`src/rtl/layer6_pkg.sv`:
```
// Shared definitions for the layer-5 result reader: scan geometry, address
// width and the sequencer state encoding.
`ifndef LAYER6_WEIGHT_INPUT_LENGTH
`define LAYER6_WEIGHT_INPUT_LENGTH 16
`endif

package layer6_pkg;

    localparam int unsigned LAYER5_DIM = 5;
    localparam int unsigned ADDR_W     = 16;
    // Row/col indices never exceed 7 (DIM is at most 8).
    localparam int unsigned IDX_W      = 3;

    typedef enum logic [1:0] {
        IDLE,
        READ,
        DRAIN,
        DONE
    } reader_state_t;

endpackage

```
`src/rtl/layer5_result_reader_if.sv`:
```
// Buffer read port plus the valid/ready word stream towards layer 6.
// master = reader side, slave = buffer/consumer side.
interface layer5_result_reader_if
    import layer6_pkg::*;
#(
    parameter int unsigned WORD_W = `LAYER6_WEIGHT_INPUT_LENGTH
);

    logic [ADDR_W-1:0] read_row_addr;
    logic [ADDR_W-1:0] read_col_addr;
    logic              layer5_result_read_signal;
    logic [WORD_W-1:0] layer5_result_output;
    logic [WORD_W-1:0] out_data;
    logic              out_valid;
    logic              out_ready;
    logic              out_last;

    modport master (
        output read_row_addr,
        output read_col_addr,
        output layer5_result_read_signal,
        input  layer5_result_output,
        output out_data,
        output out_valid,
        output out_last,
        input  out_ready
    );

    modport slave (
        input  read_row_addr,
        input  read_col_addr,
        input  layer5_result_read_signal,
        output layer5_result_output,
        input  out_data,
        input  out_valid,
        input  out_last,
        output out_ready
    );

endinterface

```
`src/rtl/layer5_scan_counter.sv`:
```
// Row-major row/col counter for the DIM x DIM raster scan.
// wrap_last flags the final cell; advancing from it wraps to (0,0).
module layer5_scan_counter
    import layer6_pkg::*;
#(
    parameter int unsigned DIM = LAYER5_DIM
) (
    input  logic             clk,
    input  logic             rst,
    input  logic             clear,
    input  logic             advance,
    output logic [IDX_W-1:0] row,
    output logic [IDX_W-1:0] col,
    output logic             wrap_last
);

    localparam logic [IDX_W-1:0] LAST_IDX = IDX_W'(DIM - 1);

    assign wrap_last = (row == LAST_IDX) && (col == LAST_IDX);

    // Step one cell per advance, column fastest, wrapping at the end of the grid.
    always_ff @(posedge clk or negedge rst) begin
        if (!rst) begin
            row <= '0;
            col <= '0;
        end else if (clear) begin
            row <= '0;
            col <= '0;
        end else if (advance) begin
            if (col == LAST_IDX) begin
                col <= '0;
                row <= (row == LAST_IDX) ? '0 : row + 1'b1;
            end else begin
                col <= col + 1'b1;
            end
        end
    end

endmodule

```
`src/rtl/layer5_result_reader.sv`:
```
// Read-side sequencer for the layer-5 result buffer: raster-scans DIM x DIM
// words and streams them to layer 6 over valid/ready with a last marker.
// Optional feature macro: LAYER5_READER_REPEAT_EN (adds repeat_count, runs
// repeat_count+1 back-to-back passes).
module layer5_result_reader
    import layer6_pkg::*;
#(
    parameter int unsigned WORD_W = `LAYER6_WEIGHT_INPUT_LENGTH,
    parameter int unsigned DIM    = LAYER5_DIM
) (
    input  logic                   clk,
    input  logic                   rst,
    input  logic                   start,
`ifdef LAYER5_READER_REPEAT_EN
    input  logic [7:0]             repeat_count,
`endif
    layer5_result_reader_if.master bus,
    output logic                   busy,
    output logic                   done
);

    reader_state_t     state;
    logic [WORD_W-1:0] data_q;
    logic              valid_q;
    logic              last_q;
    logic              rd_strobe;
    logic              final_pass;
    logic [IDX_W-1:0]  row;
    logic [IDX_W-1:0]  col;
    logic              wrap_last;

    // A read is issued whenever the output register can take a new word this edge.
    assign rd_strobe = (state == READ) && (!valid_q || bus.out_ready);

    assign bus.layer5_result_read_signal = rd_strobe;
    assign bus.read_row_addr             = rd_strobe ? ADDR_W'(row) : '0;
    assign bus.read_col_addr             = rd_strobe ? ADDR_W'(col) : '0;
    assign bus.out_data                  = data_q;
    assign bus.out_valid                 = valid_q;
    assign bus.out_last                  = last_q;

    layer5_scan_counter #(
        .DIM (DIM)
    ) u_scan_counter (
        .clk       (clk),
        .rst       (rst),
        .clear     (state == IDLE),
        .advance   (rd_strobe),
        .row       (row),
        .col       (col),
        .wrap_last (wrap_last)
    );

`ifdef LAYER5_READER_REPEAT_EN
    logic [7:0] pass_cnt;
    logic [7:0] pass_target;

    assign final_pass = (pass_cnt == pass_target);

    // Count completed passes; the target is latched together with start.
    always_ff @(posedge clk or negedge rst) begin
        if (!rst) begin
            pass_cnt    <= '0;
            pass_target <= '0;
        end else if (state == IDLE) begin
            pass_cnt <= '0;
            if (start) begin
                pass_target <= repeat_count;
            end
        end else if (rd_strobe && wrap_last && !final_pass) begin
            pass_cnt <= pass_cnt + 8'd1;
        end
    end
`else
    assign final_pass = 1'b1;
`endif

    // Sequencer with registered stream, busy and done outputs.
    always_ff @(posedge clk or negedge rst) begin
        if (!rst) begin
            state   <= IDLE;
            data_q  <= '0;
            valid_q <= 1'b0;
            last_q  <= 1'b0;
            busy    <= 1'b0;
            done    <= 1'b0;
        end else begin
            case (state)
                IDLE: begin
                    done <= 1'b0;
                    if (start) begin
                        state <= READ;
                        busy  <= 1'b1;
                    end
                end
                READ: begin
                    // Stalled (valid and not ready) means no strobe, so the register holds.
                    if (rd_strobe) begin
                        data_q  <= bus.layer5_result_output;
                        valid_q <= 1'b1;
                        last_q  <= wrap_last && final_pass;
                        if (wrap_last && final_pass) begin
                            state <= DRAIN;
                        end
                    end
                end
                DRAIN: begin
                    if (bus.out_ready) begin
                        valid_q <= 1'b0;
                        last_q  <= 1'b0;
                        busy    <= 1'b0;
                        done    <= 1'b1;
                        state   <= DONE;
                    end
                end
                DONE: begin
                    done  <= 1'b0;
                    state <= IDLE;
                end
                default: begin
                    state <= IDLE;
                end
            endcase
        end
    end

endmodule

```
`src/flat_wrapper.sv`:
```
// flat-port wrapper written by rule: the top's interface ports become plain ports
module layer5_result_reader_flat import layer6_pkg::*;
#(
    parameter int unsigned WORD_W = `LAYER6_WEIGHT_INPUT_LENGTH,
    parameter int unsigned DIM    = LAYER5_DIM
)
  (clk, rst, start, busy, done, bus_read_row_addr, bus_read_col_addr, bus_layer5_result_read_signal, bus_layer5_result_output, bus_out_data, bus_out_valid, bus_out_last, bus_out_ready);
  layer5_result_reader_if #(.WORD_W(WORD_W)) bus_i ();
  input  logic clk;
  input  logic rst;
  input  logic start;
  output logic busy;
  output logic done;
  output wire logic [$bits(bus_i.read_row_addr)-1:0] bus_read_row_addr;
  output wire logic [$bits(bus_i.read_col_addr)-1:0] bus_read_col_addr;
  output wire logic [$bits(bus_i.layer5_result_read_signal)-1:0] bus_layer5_result_read_signal;
  input wire logic [$bits(bus_i.layer5_result_output)-1:0] bus_layer5_result_output;
  output wire logic [$bits(bus_i.out_data)-1:0] bus_out_data;
  output wire logic [$bits(bus_i.out_valid)-1:0] bus_out_valid;
  output wire logic [$bits(bus_i.out_last)-1:0] bus_out_last;
  input wire logic [$bits(bus_i.out_ready)-1:0] bus_out_ready;
  assign bus_read_row_addr = bus_i.read_row_addr;
  assign bus_read_col_addr = bus_i.read_col_addr;
  assign bus_layer5_result_read_signal = bus_i.layer5_result_read_signal;
  assign bus_i.layer5_result_output = bus_layer5_result_output;
  assign bus_out_data = bus_i.out_data;
  assign bus_out_valid = bus_i.out_valid;
  assign bus_out_last = bus_i.out_last;
  assign bus_i.out_ready = bus_out_ready;
  layer5_result_reader #(.WORD_W(WORD_W), .DIM(DIM)) u_core (.clk(clk), .rst(rst), .start(start), .bus(bus_i), .busy(busy), .done(done));
endmodule
```
`config.mk`:
```
export PLATFORM = sky130hd
export DESIGN_NAME = layer5_result_reader_flat
export DESIGN_NICKNAME = d
export VERILOG_FILES = /design/src/rtl/layer6_pkg.sv /design/src/rtl/layer5_result_reader_if.sv /design/src/rtl/layer5_scan_counter.sv /design/src/rtl/layer5_result_reader.sv /design/src/flat_wrapper.sv
export SDC_FILE = /design/constraint.sdc
export NUM_CORES = 1
export LEC_CHECK = 0
export BUFFER_PORTS_ARGS = -buffer_cell sky130_fd_sc_hd__buf_2
export CORE_AREA = 2 2 59 61
export DETAILED_ROUTE_END_ITERATION = 16
export DIE_AREA = 0 0 61 63
export MAX_ROUTING_LAYER = met4
export PLACE_DENSITY = 0.79
export SLEW_MARGIN = 20
export SYNTH_ARGS = -nofsm -noshare
export SYNTH_HDL_FRONTEND = slang
export SYNTH_SLANG_ARGS = --single-unit
```
`constraint.sdc`:
```
create_clock -name clk -period 3.85 [get_ports clk]
set_input_delay 0.1925 -clock clk [delete_from_list [all_inputs] [get_ports clk]]
set_output_delay 0.1925 -clock clk [all_outputs]
set_load 0.01 [all_outputs]
```
; After elaboration in Yosys (flattened, before gate mapping)
; Cells that the tools add are included.
[op_classes]
add_sub_neg = 2
muxes = 23
eq_ne = 9
reduce_logical = 17
[op_table]
columns = operator, count
row1 = 2-to-1 mux 3 bit, 9
row2 = nonzero test 2 bit, 5
row3 = 2-to-1 mux 2 bit, 4
row4 = one-hot mux 1 bit (2 select lines), 4
row5 = one-hot mux 2 bit (4 select lines), 1
row6 = "adder 3 x 1 -> 3 bit, second input constant", 2
row7 = "equality test 3 bit, second input constant", 2
row8 = "!= test 2 bit, second input constant", 3
row9 = AND reduction 2 bit, 3
row10 = AND reduction 3 bit, 2
row11 = 2-to-1 mux 1 bit, 5
row12 = "equality test 2 bit, second input constant", 2
row13 = AND reduction 4 bit, 1
row14 = "equality test 2 x 1 -> 1 bit, second input constant", 1
row15 = logical AND 1 bit, 2
row16 = logical NOT 2 bit, 1
row17 = "!= test 2 x 1 -> 1 bit, second input constant", 1
row18 = OR reduction 2 bit, 1
row19 = logical NOT 1 bit, 1
row20 = logical OR 1 bit, 1
[totals]
input_bits = 20
register_bits = 28

; Longest topological paths before layout
; Gate-level depths: netlist (run 1).
[logic_depth]
word_depth = 5
depth_mapped = 7
mapped_depth_nobuf = 6

; By module
; Synthesis (run 1) repeated with hierarchy kept, for this count alone.
[hier_totals]
cells_unflattened = 141
area_unflattened_um2 = 1535.2
[modules_own_cells]
columns = mod, n_inst, cells_each, area_each_um2, seq_area_each_um2
row1 = layer5_result_reader, 1, 105, 1194.9, 550.5
row2 = layer5_scan_counter, 1, 36, 340.3, 150.1

; Least setup slack after synthesis (run 1)
; No wires, ideal clock.
[synth_timing]
kind = register to register
start = register u_core.state[0]
end = register u_core.state[1]
t_arrival_ns = 1.313
stages_incl_launch_ff = 7
path_buffers = 1
period_less_slack_ns = 1.437
setup_ns = 0.125
required_ns = 3.725
path_slack_ns = 2.413
path_cell_list = dfrtp_1 > inv_1 > ha_1 > clkbuf_1 > a21oi_1 > nand2_1 > mux2_2
[synth_via]
elab_chain_cells = 4
word_cells_on_any_way = 11
cone_classes = eq/ne: 7 / mux: 1 / reduce/logical: 3
[synth_lines]
columns = item, line
row1 = start: declaration, layer5_result_reader.sv:22  ; reader_state_t state;
row2 = start signal: assignment, layer5_result_reader.sv:81  ; state <= IDLE;
row3 = start signal: assignment, layer5_result_reader.sv:92  ; state <= READ;
row4 = start signal: assignment, layer5_result_reader.sv:103  ; state <= DRAIN;
row5 = equality test 2 x 1 -> 1 bit, "layer5_result_reader.sv:33, layer5_result_reader.sv:88"
row6 = logical AND 1 bit, layer5_result_reader.sv:33  ; assign rd_strobe = (state == READ) && (!valid_q || bus.out_ready);
row7 = != test 2 x 1 -> 1 bit (no source line), n/a
row8 = AND reduction 4 bit (no source line), n/a
; Several ways; a longest one is shown, not always the timed one.
; A chain may end at the register's enable or synchronous reset.

; Worst setup path after layout (run 1)
[layout_timing]
start = register u_core.state[1]
end = output port bus_layer5_result_read_signal
[layout_via]
elab_chain_cells = 2
[layout_lines]
columns = item, line
row1 = equality test 2 x 1 -> 1 bit, layer5_result_reader.sv:33
row2 = logical AND 1 bit, layer5_result_reader.sv:33
row3 = end: declaration, flat_wrapper.sv:16  ; output wire logic [$bits(bus_i.layer5_result_read_signal)-1:0] bus_layer5_result_read_signal;
; No other way between the ends.

==> reports/qor.txt, run 1 <==
Mapped Cells = 174
Power Total = 1170 uW
most numerous cell in the Yosys netlist = nand2_1
CTS tree = built
WL met2 = 1.27 mm
core area = 3230 um^2
Top Ports = 73
synth cell count leaders = nand2_1, dfrtp_1, buf_4
# rows = 21
global route overflow = 0
CTS sink count = 28
vias in the first global route = 1020
prevailing post-synth register cell = dfrtp_1
initial drt markers = 23
FFs w/ async S/R, synth = 100%
internal reg-to-reg setup slack = 1.59 ns
clk_skew = 0.00857 ns
Post-CTS Repair Setup Buffers = 0
sequential fraction of design power = 40.5%
nets = 247
Wirelength per Cell = 10.1 um
Clock Pin Slew Worst Setup and Hold Paths = 0.15 ns
power density over cell area = 673 nW/um^2
worst endpoint data arrival time = 2.45 ns
top cells by area, synth = dfrtp_1, nand2_1, buf_4
initial antenna violation count = 0
hold path depth = 3
synthesis-stage register bit count = 28
Crit Path Class = reg -> out
pin count of the biggest net entering global routing = 29
final setup fails = 0
clock latency on the worst-skew pair = 0.33 ns
yosys warns = 0
DIE WIDTH = 61 um
global-route wire length before repair = 4.24 mm
htree depth = 1
total CTS buffers = 3
Total Wirelength = 2.68 mm
switching share of power = 39.2%
footprint of the multi-input gates = 663 um^2
Die Y = 63 um
Die ar. = 3840 um^2
TNS Setup = 0 ns
Syn Area/Cell = 8.73 um^2
# DRC = 0
pre-CTS setup slack = 1.53 ns
status = complete, no violations
Worst-Margin Slew = 0.698 ns
WHS Endpoint = u_core.bus.out_data[1]
r2r worst-path depth = 6
final max-slew violation count = 0
Initial Utilization = 47.0%
final hold violations = 0
min Tclk post-route = 2.64 ns
Hold/Removal Path Class = in -> reg
final hold slack = 0.0429 ns
Seq/Total Area, Yosys = 46.1%
Worst Setup End Kind = output pin
Synth Cell Area = 1520 um^2
RSZ-0062 raised after global routing = no
drt pass-1 iters = 4
vias per cell = 4.37
top routing layer in use = met4
Final period util = 68.6%
post-synth cell types = 26
Layout area overhead = 14.8%
P_int = 714 uW
DRT met1 WL = 1.19 mm
Max FO, Critical Path = 24
Port-buffer cells = 46
Synth top area share = 46.1%
r2r startpoint = u_core.state[1]
fraction of layout cells with a size suffix above 1 = 24.2%
Post-synth EDFFs = 0
GRT Total Usage = 14.7%
buffer type at the clock tree root = clkbuf_4
Crit path required time = 3.66 ns
Final WS setup = 1.21 ns
Max Fclk = 0.378 GHz
Gate power share = 43.2%
clk buf depth = 2
Hold Startpoint = bus_layer5_result_output[1]
Clock power frac = 16.3%
Routed met3 length = 152 um
Fillers = 331
Switching Power = 461 uW
Register Area = 701 um^2
biggest area consumer among synthesized cells = dfrtp_1
RR Endpoint = u_core.u_scan_counter.col[2]
Critical Path Start Type = flop
leakage power = 0.00101 uW
post-route ant nets = 0
MaxCap Viol Count = 0
Worst VDD drop = 0.000272 V
total number of vias = 1158
antenna cells = 0
Placer Congestion = 0.841
DP Wirelength = 2.00 mm
relative slew slack = 53.3%
[power groups by stage]
stage	registers, uW	clock network, uW	logic [uW]
detailed placement	484	0	513
global route	492	208	585
floorplan	525	0	325
global placement	482	0	502
CTS	477	198	516
finish	476	191	507
[routing by layer]
| metal | vias up | GRT usage [%] |
|---|---|---|
| met3 | 7 | 1.86 |
| li1 | 588 | - |
| met2 | 42 | 22.8 |
| met1 | 521 | 18.8 |
| met5 | - | - |
| met4 | 0 | 6.52 |
[worst max-delay path, cell delays in order (launching register included)]
cell	delay (ns)
dfrtp_1	0.42
inv_1	0.08
ha_1	0.30
nand2_1	0.47
inv_1	0.61
buf_2	0.23
[repair_timing]
item / CTS / global route
endpoints found under the hold margin: 28 / 0
hold buffers: 1 / 0
gates resized for setup: 0 / 0
[cell families after synthesis]
group	Yosys count	synth area share (%)
flip-flops	28	46.1
buffers and inverters	39	16.4
AO/OA/AOI/OAI	17	6.51
multiplexers	2	1.40
AND/OR/NAND/NOR	80	23.6
adder cells (fa/ha/maj)	7	5.77
other	1	0.247
[registers in the layout, summed over array words and instances (netlist names)]
register,count
u_core.bus.out_data,16
u_core.bus.out_valid,1
u_core.bus.out_last,1
u_core.u_scan_counter.row,3
u_core.busy,1
u_core.done,1
u_core.state,2
u_core.u_scan_counter.col,3
[cell type report]
class | count | share of cell area (%)
clock buffers | 3 | 1.29
clock inverters | 1 | 1.72
inverters | 8 | 1.72
multi-input cells | 132 | 38.0
flip-flops and latches | 28 | 40.2
well taps | 46 | 3.30
repair buffers | 47 | 13.8
[cell usage in the layout, fill, tap and decap left out, drive strengths merged]
master,n
nand2,59
buf,46
dfrtp,28
conb,26
nor2,10
inv,8
a21oi,7
ha,7
o21ai,5
clkbuf,3
and3,2
nand3b,2
a22o,2
and2b,2
nand2b,2
nand4,2
mux2i,1
o22ai,1
o31ai,1
mux2,1
or3b,1
a22oi,1
bufinv,1
dlygate4sd3,1
[worst max path at each step]
stage / from / endpoint / slack [ns]
2_1_floorplan: u_core.state[0] / u_core.state[1] / 2.41
3_3_place_gp: u_core.state[1] / bus_layer5_result_read_signal / 1.59
3_5_place_dp: u_core.state[1] / bus_layer5_result_read_signal / 1.53
4_1_cts: u_core.state[1] / bus_layer5_result_read_signal / 1.15
5_1_grt: u_core.state[1] / bus_layer5_result_read_signal / 0.89
6_report: u_core.state[1] / bus_layer5_result_read_signal / 1.21
[stage by stage]
| step | utilization (%) | instances | area, um^2 |
|---|---|---|---|
| 3_3_place_gp | 52.0 | 260 | 1680 |
| 6_report | 54.0 | 265 | 1740 |
| 4_1_cts | 54.0 | 265 | 1740 |
| 2_1_floorplan | - | 199 | 1610 |
| 5_1_grt | 54.0 | 265 | 1740 |
| 3_5_place_dp | 52.0 | 260 | 1680 |
Note: power is estimated with default switching activity, not from simulation.
==> run 2, diff against run 1 <==
--- a/config.mk
+++ b/config.mk
@@ -6,11 +6,11 @@
 export NUM_CORES = 1
 export LEC_CHECK = 0
 export BUFFER_PORTS_ARGS = -buffer_cell sky130_fd_sc_hd__buf_2
-export CORE_AREA = 2 2 59 61
+export CORE_AREA = 2 2 61 63
 export DETAILED_ROUTE_END_ITERATION = 16
-export DIE_AREA = 0 0 61 63
+export DIE_AREA = 0 0 63 65
 export MAX_ROUTING_LAYER = met4
-export PLACE_DENSITY = 0.79
+export PLACE_DENSITY = 0.74
 export SLEW_MARGIN = 20
 export SYNTH_ARGS = -nofsm -noshare
 export SYNTH_HDL_FRONTEND = slang
==> constraint.sdc (replaced) <==
create_clock -name clk -period 2.7 [get_ports clk]
set_input_delay 0.135 -clock clk [delete_from_list [all_inputs] [get_ports clk]]
set_output_delay 0.135 -clock clk [all_outputs]
set_load 0.01 [all_outputs]
==> run 2 against run 1 <==
  * Highest routed layer unchanged
  * Register-to-register slack got worse by 0.80 ns
  * Setup slack got worse by 0.78 ns
  * Routed wire length is 7.8% higher
==> reports/qor.txt, run 2 (same netlist as run 1, synthesis figures left out) <==
status = complete, no violations
Final WS setup = 0.427 ns
Crit path required time = 2.57 ns
fraction of layout cells with a size suffix above 1 = 22.9%
Fillers = 329
Layout area overhead = 26.0%
post-route ant nets = 0
Port-buffer cells = 46
vias per cell = 4.29
total CTS buffers = 3
relative slew slack = 59.3%
clock latency on the worst-skew pair = 0.35 ns
Placer Congestion = 0.766
buffer type at the clock tree root = clkbuf_4
Die Y = 65 um
final hold slack = 0.116 ns
drt pass-1 iters = 4
Worst Setup End Kind = output pin
global route overflow = 0
Critical Path Start Type = flop
CTS sink count = 28
Crit Path Class = reg -> out
MaxCap Viol Count = 0
# rows = 22
antenna cells = 0
Hold/Removal Path Class = in -> reg
DIE WIDTH = 63 um
clk_skew = 0.00640 ns
power density over cell area = 896 nW/um^2
leakage power = 0.00108 uW
global-route wire length before repair = 4.72 mm
final hold violations = 0
Final period util = 84.2%
clk buf depth = 2
most common cell after layout, fill and taps aside = nand2_1
Initial Utilization = 43.5%
Max Fclk = 0.440 GHz
max FFs per register = 16
final max-slew violation count = 0
Worst-Margin Slew = 0.611 ns
DP Wirelength = 1.98 mm
RSZ-0062 raised after global routing = no
core utilization of the finished layout = 54.8%
final setup fails = 0
worst endpoint data arrival time = 2.14 ns
TNS Setup = 0 ns
Die ar. = 4100 um^2
core area = 3500 um^2
min Tclk post-route = 2.27 ns
Clock Pin Slew Worst Setup and Hold Paths = 0.16 ns
initial drt markers = 41
pre-CTS setup slack = 0.801 ns
Max FO, Critical Path = 24
initial antenna violation count = 0
Total Wirelength = 2.89 mm
pin count of the biggest net entering global routing = 29
CTS tree = built
total number of vias = 1217
Wirelength per Cell = 10.2 um
Worst VDD drop = 0.000378 V
most frequent cells in the layout = nand2_1, buf_2, dfrtp_1, conb_1, dlygate4sd3_1
vias in the first global route = 1100
GRT Total Usage = 15.0%
htree depth = 1
nets = 264
# DRC = 0
Top Ports = 73
post_cts resized = 0
-- run 2: final timing paths --
path	end	startpoint	cells past startpoint	slack, ns
worst max-delay path	bus_layer5_result_read_signal	u_core.state[1]	6	0.43
worst min-delay path	u_core.bus.out_last	bus_out_ready	4	0.12
worst max register to register	u_core.u_scan_counter.col[2]	u_core.state[1]	7	0.79
worst min register to register	u_core.bus.out_data[12]	u_core.bus.out_data[12]	2	0.50
max in group asynchronous	u_core.bus.out_data[0]	rst	2	1.98
min in group asynchronous	u_core.done	rst	2	0.31
-- run 2: final cells by class --
class                           instances  area, um^2  share of cell area (%)
Clock buffer                            3        22.5                    1.18
Inverter                                8        30.0                    1.57
Multi-Input combinational cell        132         663                    34.6
Clock inverter                          1        30.0                    1.57
Timing Repair Buffer                   64         408                    21.3
Tap cell                               48        60.1                    3.14
Sequential cell                        28         701                    36.6
-- run 2: critical path: stages (launching register included) --
cell and delay [ns]:
dfrtp_1 0.42, inv_1 0.08, ha_1 0.29, nand2_1 0.08, buf_4 0.21, inv_1 0.45
buf_2 0.24
-- run 2: per-stage QoR --
stage	total power, uW	cells	area, um^2
2_1_floorplan	1210	199	1610
3_3_place_gp	1420	263	1690
3_5_place_dp	1430	263	1690
4_1_cts	1730	284	1910
5_1_grt	1860	284	1910
6_report	1720	284	1910
-- run 2: metal layers --
layer	share of wire [%]	vias to the layer above	global-route usage (%)
met4	2.2	0	6.67
met2	46	38	25.0
met5	0	-	-
met3	4.6	5	1.74
met1	47	551	18.6
li1	-	623	-
-- run 2: timing repair --
item	in CTS	in global routing
setup endpoints to repair	0	0
hold buffers	17	0
hold endpoints to repair	44	0
setup buffers	0	0
-- run 2: where the power goes --
group / total, uW / internal (uW) / leakage [uW] / switching (uW)
Sequential: 685 / 584 / 0.000353 / 100
Combinational: 748 / 306 / 0.000703 / 442
Clock: 283 / 150 / 0.0000279 / 132
Total: 1720 / 1040 / 0.00108 / 675
==> run 3, diff against run 2 <==
--- a/config.mk
+++ b/config.mk
@@ -5,12 +5,13 @@
 export SDC_FILE = /design/constraint.sdc
 export NUM_CORES = 1
 export LEC_CHECK = 0
+export ABC_AREA = 1
 export BUFFER_PORTS_ARGS = -buffer_cell sky130_fd_sc_hd__buf_2
 export CORE_AREA = 2 2 61 63
 export DETAILED_ROUTE_END_ITERATION = 16
 export DIE_AREA = 0 0 63 65
 export MAX_ROUTING_LAYER = met4
-export PLACE_DENSITY = 0.74
+export PLACE_DENSITY = 0.75
 export SLEW_MARGIN = 20
 export SYNTH_ARGS = -nofsm -noshare
 export SYNTH_HDL_FRONTEND = slang
==> constraint.sdc (replaced) <==
create_clock -name clk -period 2.22 [get_ports clk]
set_input_delay 0.111 -clock clk [delete_from_list [all_inputs] [get_ports clk]]
set_output_delay 0.111 -clock clk [all_outputs]
set_load 0.01 [all_outputs]
==> run 3 against run 2 <==
  * Clock-buffer cell count is the same
  * Combinational power up 48%
  * Final cell count increased by 4.6%
  * Total power up 34%
  * Routed wire length grew 5.6%
  * Register-to-register slack got worse by 0.17 ns
  * Setup slack got worse by 0.15 ns
  * Flip-flop and latch count unchanged
  * Final area increased by 0.65%
  * First-iteration DRC count fell by 63%
  * Largest cell class unchanged
  * Highest routed layer is now met3
==> reports/qor.txt, run 3 <==
Worst-Margin Slew = 0.607 ns
GRT Total Usage = 16.3%
Post-Place Cell Area = 1700 um^2
Post-Synth Adder-Cell Area = 5.67%
final max-slew violation count = 0
Critical Path Start Type = flop
initial antenna violation count = 0
synth cell count leaders = nand2_1, dfrtp_1, buf_4
Placer Congestion = 0.828
CTS sink count = 28
vias per cell = 4.31
Hold/Removal Path Class = in -> reg
total number of vias = 1279
Fillers = 325
relative slew slack = 59.6%
TNS Setup = 0 ns
leakage power = 0.00114 uW
CP Buf/Inv Count = 3
Wirelength per Cell = 10.3 um
clock latency on the worst-skew pair = 0.32 ns
CP max stage delay = 0.42 ns
xor-xnor portion of the synthesized cell area = 0.567%
status = complete, no violations
Worst VDD drop = 0.000704 V
initial drt markers = 15
buffer type at the clock tree root = clkbuf_4
Post-CTS Repair Setup Buffers = 0
post_cts resized = 0
delay-heaviest family, CP = buffers and inverters
Max FO, Critical Path = 27
worst endpoint data arrival time = 1.83 ns
Seq/Total Area, Yosys = 45.4%
drt pass-1 iters = 5
nets = 277
Synth Cell Area = 1540 um^2
Worst Setup End Kind = output pin
core area = 3500 um^2
biggest area consumer among synthesized cells = dfrtp_1
crit-path cells = inv_1 -> ha_1 -> nand2_4 -> inv_2 -> buf_2
antenna cells = 0
Die ar. = 4100 um^2
post-synth cell types = 23
global-route wire length before repair = 5.29 mm
Total Wirelength = 3.05 mm
max FFs per register = 16
mux share of post-synthesis cell area = 0%
most numerous cell in the Yosys netlist = nand2_1
Max Fclk = 0.515 GHz
final hold violations = 0
Mapped Cells = 187
final setup fails = 0
Crit path required time = 2.11 ns
clk buf depth = 2
Final WS setup = 0.277 ns
fin area = 1930 um^2
slowest CP cell = dfrtp_1
Top Ports = 73
Port-buffer cells = 46
most frequent cells in the layout = nand2_1, buf_2, dfrtp_1, conb_1, dlygate4sd3_1
prevailing post-synth register cell = dfrtp_1
most common cell after layout, fill and taps aside = nand2_1
total CTS buffers = 3
DP Wirelength = 2.05 mm
simple-gate share of the synthesized area = 24.7%
Crit Path Class = reg -> out
Layout area overhead = 24.8%
pin count of the biggest net entering global routing = 29
Clock Pin Slew Worst Setup and Hold Paths = 0.15 ns
Syn Area/Cell = 8.26 um^2
clk_skew = 0.00421 ns
Synth top area share = 45.4%
# rows = 22
top cells by area, synth = dfrtp_1, nand2_1, buf_4
largest family of logic cells by synthesized area = simple AND/OR/NAND/NOR gates
area fraction in compound gates after synthesis = 4.54%
DIE WIDTH = 63 um
fraction of layout cells with a size suffix above 1 = 23.7%
vias in the first global route = 1240
RSZ-0062 raised after global routing = no
CTS tree = built
Initial Utilization = 44.2%
min Tclk post-route = 1.94 ns
htree depth = 1
pre-CTS setup slack = 0.649 ns
global route overflow = 0
FFs w/ async S/R, synth = 100%
yosys warns = 0
Die Y = 65 um
Final period util = 87.5%
# DRC = 0
post-route ant nets = 0
synthesis-stage register bit count = 28
power density over cell area = 1190 nW/um^2
MaxCap Viol Count = 0
Post-synth EDFFs = 0
[run 3: cell types whose count changed after synthesis, moves of 3 or more]
cell	previous run	this run
nand2_1	59	65
a21oi_1	7	1
nand4_1	1	4
o21ai_0	4	8
inv_1	8	16
nand3_1	0	4
clkbuf_1	3	0
[run 3: cell families (layout without fill, tap and decap cells)]
group                    Yosys count  in the layout
adder cells (fa/ha/maj)            7              7
AO/OA/AOI/OAI                     13             13
buffers and inverters             48             85
other                              1             26
flip-flops                        28             28
AND/OR/NAND/NOR                   89             89
XOR/XNOR                           1              1
[run 3: layout make-up]
| class | instances | area [um^2] | area share (%) |
|---|---|---|---|
| repair buffers | 63 | 400 | 20.8 |
| inverters | 18 | 67.6 | 3.51 |
| multi-input cells | 136 | 646 | 33.5 |
| well taps | 48 | 60.1 | 3.12 |
| clock buffers | 3 | 22.5 | 1.17 |
| flip-flops and latches | 28 | 701 | 36.4 |
| clock inverters | 1 | 30.0 | 1.56 |
[run 3: worst min-delay path: stages]
cell and delay (ns):
buf_2 0.09, nand2_1 0.05, inv_1 0.04, o22ai_1 0.06
inv_1 0.05
[run 3: worst paths after layout]
kind                                         start                             to  slack, ns  cells after the start
min                                  bus_out_ready                    u_core.done       0.10                      5
max                                u_core.state[1]  bus_layer5_result_read_signal       0.28                      5
max in group asynchronous                      rst                u_core.state[0]       1.49                      2
min in group asynchronous                      rst        u_core.bus.out_data[13]       0.34                      2
min reg2reg                u_core.bus.out_data[11]        u_core.bus.out_data[11]       0.49                      2
max reg2reg                        u_core.state[1]   u_core.u_scan_counter.col[0]       0.62                      6
[run 3: stage by stage]
| step | util (%) | power [uW] | instances | hold slack [ns] |
|---|---|---|---|---|
| 3_3_place_gp | 48.7 | 1930 | 276 | 0.164 |
| 5_1_grt | 55.1 | 2530 | 297 | 0.130 |
| 4_1_cts | 55.1 | 2310 | 297 | 0.0891 |
| 3_5_place_dp | 48.7 | 1950 | 276 | 0.166 |
| 2_1_floorplan | - | 1670 | 212 | -0.185 |
| 6_report | 55.1 | 2300 | 297 | 0.102 |
[run 3: timing repair]
| item | 4_1_cts | 5_1_grt |
|---|---|---|
| hold endpoints to repair | 44 | 0 |
| hold buffers | 17 | 0 |
| setup endpoints to repair | 0 | 0 |
[run 3: layer usage]
layer | vias up | GRT usage [%] | share of wire, %
li1 | 646 | - | -
met1 | 576 | 19.5 | 43
met2 | 57 | 28.9 | 49
met3 | 0 | 2.95 | 7.6
met4 | 0 | 3.33 | 0
met5 | - | - | 0
[run 3: report_power, final]
group / switching [uW] / total, uW / leakage, uW / internal, uW
combinational: 699 / 1110 / 0.000759 / 415
sequential: 124 / 850 / 0.000356 / 727
clock: 150 / 332 / 0.0000279 / 182
total: 973 / 2300 / 0.00114 / 1320
